### config.mk
export PLATFORM = sky130hd
export DESIGN_NAME = mem_rr_arbiter_flat
export DESIGN_NICKNAME = d
export VERILOG_FILES = /design/src/rtl/mem_bus_pkg.sv /design/src/rtl/mem_rr_arbiter_if.sv /design/src/rtl/mem_rr_arbiter_rr_pick.sv /design/src/rtl/mem_rr_arbiter.sv /design/src/flat_wrapper.sv
export SDC_FILE = /design/constraint.sdc
export NUM_CORES = 1
export LEC_CHECK = 0
export BUFFER_PORTS_ARGS = -buffer_cell sky130_fd_sc_hd__buf_2
export CAP_MARGIN = 40
export CORE_AREA = 2 2 139 141
export CTS_BUF_LIST = sky130_fd_sc_hd__clkbuf_8 sky130_fd_sc_hd__clkbuf_16
export DETAILED_ROUTE_END_ITERATION = 8
export DIE_AREA = 0 0 141 143
export REMOVE_ABC_BUFFERS = 1
export SLEW_MARGIN = 40
export SYNTH_ARGS = -nofsm -noshare
export SYNTH_HDL_FRONTEND = slang
export SYNTH_SLANG_ARGS = --single-unit
### constraint.sdc
create_clock -name clk -period 3.8 [get_ports clk]
set_input_delay 0.76 -clock clk [delete_from_list [all_inputs] [get_ports clk]]
set_output_delay 0.76 -clock clk [all_outputs]
set_load 0.01 [all_outputs]
### src/rtl/mem_bus_pkg.sv
// -----------------------------------------------------------------------------
// mem_bus_pkg
// Shared definitions for the valid/ready memory bus and its arbiter.
//   arb_state_e       : arbiter FSM states (IDLE, BUSY)
//   ERR_RDATA_DEFAULT : read data returned to a master whose transaction timed out
//   strb_is_read()    : a transaction with all byte strobes clear is a read
// -----------------------------------------------------------------------------
package mem_bus_pkg;

    typedef enum logic [0:0] {
        IDLE = 1'b0,
        BUSY = 1'b1
    } arb_state_e;

    localparam logic [31:0] ERR_RDATA_DEFAULT = 32'hDEAD_BEEF;

    // Widest strobe vector the helper accepts; narrower strobes are zero-extended.
    localparam int STRB_MAX_W = 128;

    function automatic logic strb_is_read(input logic [STRB_MAX_W-1:0] wstrb);
        return (wstrb == '0);
    endfunction

endpackage

### src/rtl/mem_rr_arbiter_if.sv
// -----------------------------------------------------------------------------
// mem_rr_arbiter_if
// Bundle of NUM valid/ready memory ports sharing one read-data bus.
//   valid[NUM]         : request valid, one bit per port
//   addr/wdata/wstrb   : packed per-port request fields, port i at [i*W +: W]
//   ready[NUM]         : one-cycle completion pulse per port
//   rdata              : read data for the port whose ready is high
//   err[NUM]           : error flag, only meaningful together with ready
//
// Handshake: the requester raises valid with addr/wdata/wstrb and holds all of
// them stable until it sees ready. ready is a single-cycle completion pulse and
// rdata/err are valid in that same cycle. valid may not be dropped before ready.
// All-zero wstrb denotes a read.
//
// Modports: master issues requests, slave answers them.
// -----------------------------------------------------------------------------
interface mem_rr_arbiter_if #(
    parameter int NUM    = 1,
    parameter int ADDR_W = 32,
    parameter int DATA_W = 32
);
    logic [NUM-1:0]            valid;
    logic [NUM*ADDR_W-1:0]     addr;
    logic [NUM*DATA_W-1:0]     wdata;
    logic [NUM*(DATA_W/8)-1:0] wstrb;
    logic [NUM-1:0]            ready;
    logic [DATA_W-1:0]         rdata;
    logic [NUM-1:0]            err;

    modport master (
        output valid, addr, wdata, wstrb,
        input  ready, rdata, err
    );

    modport slave (
        input  valid, addr, wdata, wstrb,
        output ready, rdata, err
    );

endinterface

### src/rtl/mem_rr_arbiter_rr_pick.sv
// -----------------------------------------------------------------------------
// rr_pick
// Purely combinational round-robin picker.
//   req[NUM_MASTERS] : request vector
//   ptr              : highest-priority index for this pick
//   grant            : first requesting index at or after ptr, wrapping
//   any_req          : at least one request is present (grant valid)
// -----------------------------------------------------------------------------
module rr_pick #(
    parameter int NUM_MASTERS = 3,
    parameter int PTR_W       = (NUM_MASTERS > 1) ? $clog2(NUM_MASTERS) : 1
) (
    input  logic [NUM_MASTERS-1:0] req,
    input  logic [PTR_W-1:0]       ptr,
    output logic [PTR_W-1:0]       grant,
    output logic                   any_req
);

    int idx;

    // Walk the rotation from the far end back towards ptr so the last hit,
    // which is the one that sticks, is the closest requester at or after ptr.
    always_comb begin
        grant   = '0;
        any_req = 1'b0;
        idx     = 0;
        for (int k = NUM_MASTERS - 1; k >= 0; k--) begin
            idx = (int'(ptr) + k) % NUM_MASTERS;
            if (req[idx[PTR_W-1:0]]) begin
                grant   = PTR_W'(idx);
                any_req = 1'b1;
            end
        end
    end

endmodule

### src/rtl/mem_rr_arbiter.sv
// -----------------------------------------------------------------------------
// mem_rr_arbiter
// N-master to one-slave arbiter for the valid/ready memory bus. Grants are
// round-robin, one transaction at a time, with an optional per-transaction
// timeout that completes the master with an error when the slave stalls.
//   clk, rst  : clock, synchronous active-high reset
//   m_bus     : NUM_MASTERS upstream ports (arbiter is the slave side)
//   s_bus     : single downstream port (arbiter is the master side)
//   busy      : a transaction is granted
//   grant_id  : granted master index while busy, 0 otherwise
//   dbg_state : FSM state
// Arbitration takes one IDLE cycle; completion is forwarded to the master in
// the same cycle the slave raises ready.
// -----------------------------------------------------------------------------
module mem_rr_arbiter
    import mem_bus_pkg::*;
#(
    parameter int                NUM_MASTERS    = 3,
    parameter int                ADDR_W         = 32,
    parameter int                DATA_W         = 32,
    parameter int                TIMEOUT_CYCLES = 256,
    parameter logic [DATA_W-1:0] ERR_RDATA      = DATA_W'(ERR_RDATA_DEFAULT)
) (
    input  logic                           clk,
    input  logic                           rst,
    mem_rr_arbiter_if.slave                m_bus,
    mem_rr_arbiter_if.master               s_bus,
    output logic                           busy,
    output logic [$clog2(NUM_MASTERS)-1:0] grant_id,
    output arb_state_e                     dbg_state
);

    localparam int STRB_W = DATA_W / 8;
    localparam int PTR_W  = (NUM_MASTERS > 1) ? $clog2(NUM_MASTERS) : 1;
    localparam int TMO_W  = (TIMEOUT_CYCLES > 0) ? $clog2(TIMEOUT_CYCLES + 1) : 1;

    localparam logic [TMO_W-1:0] TMO_LAST =
        (TIMEOUT_CYCLES > 0) ? TMO_W'(TIMEOUT_CYCLES - 1) : '0;
    localparam logic [PTR_W-1:0] LAST_IDX = PTR_W'(NUM_MASTERS - 1);

    arb_state_e              state_q, state_d;
    logic [PTR_W-1:0]        grant_q, grant_d;
    logic [PTR_W-1:0]        rr_ptr_q, rr_ptr_d;
    logic [TMO_W-1:0]        tmo_cnt_q, tmo_cnt_d;

    logic [PTR_W-1:0]        pick_idx;
    logic                    any_req;
    logic                    tmo_hit;

    logic                    s_valid_c;
    logic [ADDR_W-1:0]       s_addr_c;
    logic [DATA_W-1:0]       s_wdata_c;
    logic [STRB_W-1:0]       s_wstrb_c;
    logic [NUM_MASTERS-1:0]  m_ready_c;
    logic [NUM_MASTERS-1:0]  m_err_c;
    logic [DATA_W-1:0]       m_rdata_c;

    // The downstream err line is not part of this bus's slave contract.
    logic                    unused_s_err;
    assign unused_s_err = s_bus.err[0];

    rr_pick #(
        .NUM_MASTERS (NUM_MASTERS),
        .PTR_W       (PTR_W)
    ) u_rr_pick (
        .req     (m_bus.valid),
        .ptr     (rr_ptr_q),
        .grant   (pick_idx),
        .any_req (any_req)
    );

    always_comb begin
        state_d   = state_q;
        grant_d   = grant_q;
        rr_ptr_d  = rr_ptr_q;
        tmo_cnt_d = tmo_cnt_q;
        tmo_hit   = 1'b0;
        s_valid_c = 1'b0;
        s_addr_c  = '0;
        s_wdata_c = '0;
        s_wstrb_c = '0;
        m_ready_c = '0;
        m_err_c   = '0;
        m_rdata_c = '0;

        case (state_q)
            IDLE: begin
                if (any_req) begin
                    grant_d   = pick_idx;
                    tmo_cnt_d = '0;
                    state_d   = BUSY;
                end
            end

            BUSY: begin
                s_valid_c = 1'b1;
                s_addr_c  = m_bus.addr[grant_q*ADDR_W +: ADDR_W];
                s_wdata_c = m_bus.wdata[grant_q*DATA_W +: DATA_W];
                s_wstrb_c = m_bus.wstrb[grant_q*STRB_W +: STRB_W];

                // A slave ready in the last allowed cycle beats the timeout.
                tmo_hit = (TIMEOUT_CYCLES > 0) && !s_bus.ready[0] &&
                          (tmo_cnt_q == TMO_LAST);

                if (s_bus.ready[0] || tmo_hit) begin
                    m_ready_c[grant_q] = 1'b1;
                    m_err_c[grant_q]   = tmo_hit;
                    m_rdata_c          = s_bus.ready[0] ? s_bus.rdata : ERR_RDATA;
                    rr_ptr_d           = (grant_q == LAST_IDX) ? '0 : grant_q + 1'b1;
                    state_d            = IDLE;
                end else if (TIMEOUT_CYCLES > 0) begin
                    tmo_cnt_d = tmo_cnt_q + 1'b1;
                end
            end

            default: state_d = IDLE;
        endcase

        // A transaction cut short by reset never reports completion.
        if (rst) begin
            m_ready_c = '0;
            m_err_c   = '0;
            m_rdata_c = '0;
        end
    end

    always_ff @(posedge clk) begin
        if (rst) begin
            state_q   <= IDLE;
            grant_q   <= '0;
            rr_ptr_q  <= '0;
            tmo_cnt_q <= '0;
        end else begin
            state_q   <= state_d;
            grant_q   <= grant_d;
            rr_ptr_q  <= rr_ptr_d;
            tmo_cnt_q <= tmo_cnt_d;
        end
    end

    assign m_bus.ready = m_ready_c;
    assign m_bus.err   = m_err_c;
    assign m_bus.rdata = m_rdata_c;

    assign s_bus.valid = s_valid_c;
    assign s_bus.addr  = s_addr_c;
    assign s_bus.wdata = s_wdata_c;
    assign s_bus.wstrb = s_wstrb_c;

    assign busy      = (state_q == BUSY);
    assign grant_id  = busy ? grant_q : '0;
    assign dbg_state = state_q;

endmodule

### src/flat_wrapper.sv
// flat-port wrapper written by rule: the top's interface ports become plain ports
module mem_rr_arbiter_flat import mem_bus_pkg::*;
#(
    parameter int                NUM_MASTERS    = 3,
    parameter int                ADDR_W         = 32,
    parameter int                DATA_W         = 32,
    parameter int                TIMEOUT_CYCLES = 256,
    parameter logic [DATA_W-1:0] ERR_RDATA      = DATA_W'(ERR_RDATA_DEFAULT)
)
  (clk, rst, busy, grant_id, dbg_state, m_bus_valid, m_bus_addr, m_bus_wdata, m_bus_wstrb, m_bus_ready, m_bus_rdata, m_bus_err, s_bus_valid, s_bus_addr, s_bus_wdata, s_bus_wstrb, s_bus_ready, s_bus_rdata, s_bus_err);
  mem_rr_arbiter_if #(.NUM((3)), .ADDR_W(ADDR_W), .DATA_W(DATA_W)) m_bus_i ();
  mem_rr_arbiter_if #(.NUM(1), .ADDR_W(ADDR_W), .DATA_W(DATA_W)) s_bus_i ();
  input  logic clk;
  input  logic rst;
  output logic busy;
  output logic [$clog2(NUM_MASTERS)-1:0] grant_id;
  output arb_state_e dbg_state;
  input wire logic [$bits(m_bus_i.valid)-1:0] m_bus_valid;
  input wire logic [$bits(m_bus_i.addr)-1:0] m_bus_addr;
  input wire logic [$bits(m_bus_i.wdata)-1:0] m_bus_wdata;
  input wire logic [$bits(m_bus_i.wstrb)-1:0] m_bus_wstrb;
  output wire logic [$bits(m_bus_i.ready)-1:0] m_bus_ready;
  output wire logic [$bits(m_bus_i.rdata)-1:0] m_bus_rdata;
  output wire logic [$bits(m_bus_i.err)-1:0] m_bus_err;
  output wire logic [$bits(s_bus_i.valid)-1:0] s_bus_valid;
  output wire logic [$bits(s_bus_i.addr)-1:0] s_bus_addr;
  output wire logic [$bits(s_bus_i.wdata)-1:0] s_bus_wdata;
  output wire logic [$bits(s_bus_i.wstrb)-1:0] s_bus_wstrb;
  input wire logic [$bits(s_bus_i.ready)-1:0] s_bus_ready;
  input wire logic [$bits(s_bus_i.rdata)-1:0] s_bus_rdata;
  input wire logic [$bits(s_bus_i.err)-1:0] s_bus_err;
  assign m_bus_i.valid = m_bus_valid;
  assign m_bus_i.addr = m_bus_addr;
  assign m_bus_i.wdata = m_bus_wdata;
  assign m_bus_i.wstrb = m_bus_wstrb;
  assign m_bus_ready = m_bus_i.ready;
  assign m_bus_rdata = m_bus_i.rdata;
  assign m_bus_err = m_bus_i.err;
  assign s_bus_valid = s_bus_i.valid;
  assign s_bus_addr = s_bus_i.addr;
  assign s_bus_wdata = s_bus_i.wdata;
  assign s_bus_wstrb = s_bus_i.wstrb;
  assign s_bus_i.ready = s_bus_ready;
  assign s_bus_i.rdata = s_bus_rdata;
  assign s_bus_i.err = s_bus_err;
  mem_rr_arbiter #(.NUM_MASTERS(NUM_MASTERS), .ADDR_W(ADDR_W), .DATA_W(DATA_W), .TIMEOUT_CYCLES(TIMEOUT_CYCLES), .ERR_RDATA(ERR_RDATA)) u_core (.clk(clk), .rst(rst), .m_bus(m_bus_i), .s_bus(s_bus_i), .busy(busy), .grant_id(grant_id), .dbg_state(dbg_state));
endmodule
==> results of run 1 <==
placed cells by master (no fill, tap or decap), types with 2 or more instances in the layout:
cell type  instances
a21oi_1            8
and3_1            11
nor3_1            10
o211ai_1           2
a31oi_1            2
nand2_1          120
nor2_1             7
nand2b_1           2
nand4_1            3
buf_4              5
nand3_1            3
o21ai_0           73
nand3b_1           2
ha_1               4
xor2_1             4
dfxtp_1           11
buf_2            352
clkbuf_16          3
dfxtp_2            2
and2_1            72
mux2i_1           68
inv_1              6
or3_1              3
nor2b_1            3
how the worst min path moves through the flow:
stage | end | slack, ns | depth (start not counted)
5_1_grt | u_core.tmo_cnt_q[8] | 0.52 | 2
2_1_floorplan | u_core.tmo_cnt_q[8] | 0.45 | 2
6_report | u_core.tmo_cnt_q[8] | 0.49 | 2
4_1_cts | u_core.tmo_cnt_q[8] | 0.48 | 2
3_3_place_gp | u_core.tmo_cnt_q[8] | 0.47 | 2
3_5_place_dp | u_core.tmo_cnt_q[8] | 0.48 | 2
critical path, cell delays in order (launching register included):
cell and delay (ns):
dfxtp_4 0.35, nor2b_4 0.57, buf_4 0.50, nand2_1 0.17, o21ai_0 0.09, and2_1 0.14
buf_2 0.14
flip-flops by register name (all words and copies together), names as in the netlist:
signal            count
u_core.busy           1
u_core.grant_q        2
u_core.rr_ptr_q       2
u_core.tmo_cnt_q      9
per-layer routing:
| layer | routed length [um] | vias up | share of wire, % | global-route usage [%] |
|---|---|---|---|---|
| li1 | - | 2242 | - | - |
| met5 | 0 | - | 0 | 0 |
| met2 | 6850 | 175 | 49 | 22.6 |
| met4 | 74 | 0 | 0.53 | 1.16 |
| met3 | 898 | 5 | 6.5 | 1.51 |
| met1 | 6090 | 1934 | 44 | 15.6 |
cell families after synthesis:
group	synth area share (%)
muxes	22.9
and+or+nand+nor	40.4
buffers and inverters	7.06
AOI/OAI and AO/OA	16.8
adders and majority gates	2.06
xor gates and xnor gates	1.47
DFF	9.41
power by group through the flow:
stage	sequential (mW)	clock, mW	combinational, mW
final	0.156	0.200	0.545
after global routing	0.156	0.210	0.604
after CTS	0.156	0.207	0.552
after detailed placement	0.159	0	0.550
after global placement	0.158	0	0.547
after floorplan	0.196	0	0.244
through the flow:
| step | hold WS (ns) | area [um2] | power (mW) |
|---|---|---|---|
| floorplan | 0.453 | 2790 | 0.440 |
| global placement | 0.466 | 4910 | 0.705 |
| detailed placement | 0.478 | 4910 | 0.708 |
| CTS | 0.484 | 4990 | 0.914 |
| global route | 0.520 | 4990 | 0.970 |
| finish | 0.486 | 4990 | 0.900 |
layout make-up:
cell class / instances / share of cell area, %
tap: 234 / 5.87
multi-input combinational: 413 / 50.0
clock buffer: 3 / 1.50
clock inverter: 1 / 0.0752
sequential: 14 / 5.74
timing repair buffer: 358 / 36.5
inverter: 5 / 0.376
==> key figures, run 1 <==
Setup path
  – CP Capture Point: s_bus_addr[27]
  – Arrival time at the worst endpoint: between 2 and 2.5 ns
  – Kind of critical path: flop to primary output
  – Worst Setup SP: u_core.grant_q[0]
  – R2r setup slk: around 1.8 ns
  – Reg2Reg Depth: 7
  – Worst R2R End: u_core.tmo_cnt_q[7]
  – WP data required: 3.04 ns
  – Worst Path Max Fanout: 42
  – Startpoint Class: flop
  – RR Startpoint: u_core.tmo_cnt_q[0]
  – Crit. End Element: primary output

Worst hold path
  – Hold path startpoint: u_core.tmo_cnt_q[8]
  – HP Class: flop to flop

Placed design
  – Post-DP HPWL: approximately 11000 um
  – Placement Setup Slack: 0.747 ns
  – GP Congestion: about 0.8
  – IO Port Bufs: 352
  – Dpl cells: 1024

Outcome
  – Status: complete, no violations

Logic synthesis
  – Syn. warnings: 0
  – Synth Area per Inst: between 6 and 7 um2
  – Yosys top cell by area: mux2i_1
  – Number of flops mapped to enable cells by yosys: 0
  – Post-synth top area share: between 20% and 30%
  – Synth Register Bits: 14
  – Syn Inst Count: roughly 480
  – Dominant cells by area after synthesis: mux2i_1 23%, and2_1 15%, nand2_1 15%
  – Ys flop type: dfxtp_1
  – Number of distinct library cells after synthesis: 38
  – Synth top cells by count: 120 x nand2_1, 73 x o21ai_0, 72 x and2_1, 68 x mux2i_1, 23 x clkbuf_1
  – Cell area after synthesis: about 3000 um2
  – Asr flop ratio synth: 0%
  – Post-synthesis sequential area ratio: under 10%
  – Most frequent cell after synthesis: nand2_1

Layout
  – Share of layout cells above drive strength 1: 46.6%
  – Utilization after layout: 26.9%
  – Final Instance Count excl. Fillers: between 1000 and 1500
  – Register Area: about 290 um2
  – Filler cell count: ~2100
  – Area grow syn2layout: 67.6%
  – Multi-input gate area: between 2000 and 2500 um2
  – Final #Nets: ~1000
  – ANT cells: 0

Pwr
  – Comb power frac: between 60% and 70%
  – Psw: between 0.3 and 0.4 mW
  – Switch share: roughly two fifths
  – Leakage: 2.62 nW
  – Pwr Density: 180 nW/um2
  – Sequential Power Share: ~17%
  – Cell-internal power: 0.553 mW
  – Worst IR Drop VDD: around 0.14 mV
  – Clock power frac: between 20% and 30%

Timing
  – Final setup viols: 0
  – Min cycle time layout: between 3 and 4 ns
  – Final max-slew violation count: 0
  – Final hold violation count: 0
  – Fmax: around 330 MHz
  – Fin crit share: 79.2%
  – Post-route setup slack: 0.789 ns
  – Worst clock skew: 0.00428 ns
  – Worst-Margin Slew: between 0.7 and 0.8 ns
  – Sum Neg Setup Slack: 0 ns
  – RSZ-0062 raised after global routing: false
  – Max_slew headroom: 51.9%

Floorplan
  – Core Region: 18600 um2
  – Die width: 141 um
  – Die H: approximately 140 um
  – Placement Rows: 50
  – Ports: ~350
  – Initial Utilization: approximately 16%
  – Die area: ~20000 um2

Global route
  – Number of global-route vias before repair: slightly above 4000
  – Gr ovfl total: 0
  – Initial antenna violation count: 0
  – Largest net degree at the start of global routing: 79
  – GRT Resource Usage Total: around 12%
  – First-pass GRT wire length: 20200 um

CTS
  – CTS buffer count: 3
  – Clock net sink count: 14
  – TritonCTS clock tree: yes
  – Root Buffer: clkbuf_16
  – Clock transition at path regs: around 0.050 ns
  – Clock latency on the worst-skew pair: between 0.2 and 0.3 ns
  – Setup bufs post-CTS: 0
  – CTS-repair resized insts: 0
  – Clk buf depth: 2
  – Level count of the clock H-tree: 1
  – Cts hold-fix bufs: 0

Route
  – Antenna Nets Post-Route: 0
  – Vias per cell: ~4.2
  – Avg WL per Cell: 13.5 um
  – Initial DRT Pass Iterations: 4
  – Initial DRC count: 138
  – Final WL: ~14000 um
  – Vias: 4356
  – Drt drc: 0

Job
  – MaxCap Viol Count: 0
No activity file was read; power rests on OpenSTA's default activity.
==> run 2: changes to the inputs <==
Settings changed: CORE_AREA 2 2 139 141 to 2 2 137 139, DIE_AREA 0 0 141 143 to 0 0 139 141.
Clock period 3.8 ns to 3 ns, I/O delays scaled along.
==> key figures, run 2 (synthesis gave the netlist of run 1 again) <==
Outcome
  – Status: complete, no violations (unchanged)

Layout
  – Max FFs per register: 9 (unchanged)
  – Largest regs: u_core.tmo_cnt_q x9, u_core.grant_q x2, u_core.rr_ptr_q x2 (unchanged)
  – Most common cell after layout, fill and taps aside: buf_2 (unchanged)
  – Final Instance Count excl. Fillers: 1032 (was 1028)
  – Biggest register: u_core.tmo_cnt_q (unchanged)
  – Commonest non-fill, non-tap cells in the layout: 352 x buf_2, 120 x nand2_1, 73 x o21ai_0, 72 x and2_1, 68 x mux2i_1 (unchanged)
  – Area grow syn2layout: 68.8% (was 67.6%)
  – Share of layout cells above drive strength 1: 46.9% (was 46.6%)
  – Final #Nets: 1045 (was 1042)

Route
  – Vias per cell: 4.22 (was 4.24)
  – Drt drc: 0 (unchanged)
  – Avg WL per Cell: 13.5 um (about the same)
  – Initial DRC count: 125 (was 138)
  – Initial DRT Pass Iterations: 4 (unchanged)
  – Final WL: 13900 um (about the same)
  – Vias: 4359 (was 4356)
  – Antenna Nets Post-Route: 0 (unchanged)

Pwr
  – Worst IR Drop VDD: 0.299 mV (was 0.136 mV)
  – Psw: 0.447 mW (was 0.348 mW)
  – Leakage: 2.64 nW (was 2.62 nW)
  – Clock power frac: 24.0% (was 22.2%)
  – Comb power frac: 58.1% (was 60.5%)
  – Pwr Density: 234 nW/um2 (was 180 nW/um2)
  – Sequential Power Share: 17.9% (was 17.3%)
  – Switch share: 38.0% (was 38.6%)
  – Cell-internal power: 0.729 mW (was 0.553 mW)

CTS
  – Setup bufs post-CTS: 0 (unchanged)
  – Level count of the clock H-tree: 1 (unchanged)
  – CTS buffer count: 3 (unchanged)
  – Root Buffer: clkbuf_16 (unchanged)
  – Clock net sink count: 14 (unchanged)
  – Clk buf depth: 2 (unchanged)
  – Clock transition at path regs: 0.05 ns (about the same)
  – CTS-repair resized insts: 0 (unchanged)
  – Cts hold-fix bufs: 0 (unchanged)
  – Clock latency on the worst-skew pair: 0.25 ns (about the same)
  – TritonCTS clock tree: yes (unchanged)

Floorplan
  – Ports: 354 (unchanged)
  – Placement Rows: 50 (unchanged)
  – Core Region: 18300 um2 (was 18600 um2)
  – Die H: 141 um (was 143 um)
  – Die width: 139 um (was 141 um)
  – Initial Utilization: 16.3% (was 16.0%)
  – Die area: 19600 um2 (was 20200 um2)

Timing
  – Fin crit share: 90.1%
  – RSZ-0062 raised after global routing: false (unchanged)
  – Max_slew headroom: 53.6% (was 51.9%)
  – Min cycle time layout: approximately 2.7 ns
  – Fmax: ~370 MHz
  – Worst clock skew: 0.000828 ns (was 0.00428 ns)
  – Final max-slew violation count: 0 (unchanged)
  – Worst-Margin Slew: 0.695 ns (was 0.720 ns)
  – Final setup viols: 0 (unchanged)
  – Final hold violation count: 0 (unchanged)
  – Sum Neg Setup Slack: 0 ns (unchanged)

Setup path
  – Startpoint Class: flop (unchanged)
  – CP max stage cell: dfxtp_1 (was nor2b_4)
  – Slowest stage delay, CP: 0.36 ns (was 0.57 ns)
  – Arrival time at the worst endpoint: 2.10 ns (was 2.25 ns)
  – Crit. End Element: primary output (unchanged)
  – CP top delay family: simple AND/OR/NAND/NOR gates (unchanged)
  – WP data required: 2.40 ns (was 3.04 ns)
  – CP Cell Sequence: ha_1 -> nand2_1 -> nor3_1 -> ha_1 -> nand3b_1 -> buf_4 -> nor3_1 -> buf_2 (was nor2b_4 -> buf_4 -> nand2_1 -> o21ai_0 -> and2_1 -> buf_2)
  – Kind of critical path: flop to primary output (unchanged)
  – Crit path buffers/inverters: 2 (unchanged)
  – Worst Path Max Fanout: 23 (was 42)

Placed design
  – IO Port Bufs: 352 (unchanged)
  – Dpl cells: 1027 (was 1024)
  – GP Congestion: 0.795 (was 0.809)
  – Post-DP HPWL: 11100 um (about the same)

Global route
  – Grt met1 use: 16.3% (was 15.6%)
  – Met2 usage: 23.2% (was 22.6%)
  – Most Crowded Layer GR: met2 (unchanged)
  – First-pass GRT wire length: 20600 um (was 20200 um)
  – Gr ovfl total: 0 (unchanged)
  – GR met3 Demand/Resource: 2.07% (was 1.51%)
  – Largest net degree at the start of global routing: 79 (unchanged)
  – GRT Resource Usage Total: 12.7% (was 12.2%)
  – Initial antenna violation count: 1 (was 0)
  – Number of global-route vias before repair: 3882 (was 4029)

Job
  – MaxCap Viol Count: 0 (unchanged)

Worst hold path
  – HP Class: flop to flop (unchanged)
==> run 2: per-stage QoR <==
step | hold slack (ns) | instance area (um2) | power [mW] | setup slack [ns] | util (%)
final | 0.478 | 5030 | 1.18 | 0.298 | 27.5
after global routing | 0.487 | 5020 | 1.27 | 0.0816 | 27.5
after CTS | 0.477 | 5020 | 1.19 | 0.264 | 27.5
after detailed placement | 0.471 | 4930 | 0.905 | 0.435 | 27.0
after global placement | 0.463 | 4930 | 0.899 | 0.432 | 27.0
after floorplan | 0.453 | 2790 | 0.557 | -2.67 | -
==> run 2: path summary, 6_finish.rpt <==
path | startpoint | slack, ns | depth (start not counted) | to
min | u_core.tmo_cnt_q[8] | 0.48 | 2 | u_core.tmo_cnt_q[8]
min reg2reg | u_core.tmo_cnt_q[8] | 0.48 | 2 | u_core.tmo_cnt_q[8]
max reg2reg | u_core.tmo_cnt_q[0] | 0.96 | 7 | u_core.tmo_cnt_q[7]
max | u_core.tmo_cnt_q[0] | 0.30 | 8 | m_bus_err[0]
==> run 2: power groups by stage <==
| stage | sequential (mW) | combinational, mW | clock (mW) |
|---|---|---|---|
| CTS | 0.210 | 0.694 | 0.286 |
| global placement | 0.213 | 0.686 | 0 |
| detailed placement | 0.214 | 0.692 | 0 |
| finish | 0.210 | 0.684 | 0.282 |
| floorplan | 0.248 | 0.309 | 0 |
| global route | 0.212 | 0.755 | 0.300 |
==> run 2: area by class of cell <==
type,instances,area [um2]
antenna,1,2.50
clock buffer,4,88.8
fill,2061,13200
inverter,5,18.8
multi-input combinational,413,2490
sequential,14,287
tap,234,293
timing repair buffer,361,1840
==> run 2: worst min-delay path, cell delays in order, from the launching register on <==
cell,delay [ns]
dfxtp_1,0.29
inv_1,0.06
o41ai_1,0.07
==> run 2: routing by layer <==
layer | part of all wire (%) | vias to the layer above
met3 | 6.2 | 5
met5 | 0 | -
met2 | 49 | 167
li1 | - | 2248
met4 | 0.53 | 0
met1 | 44 | 1939
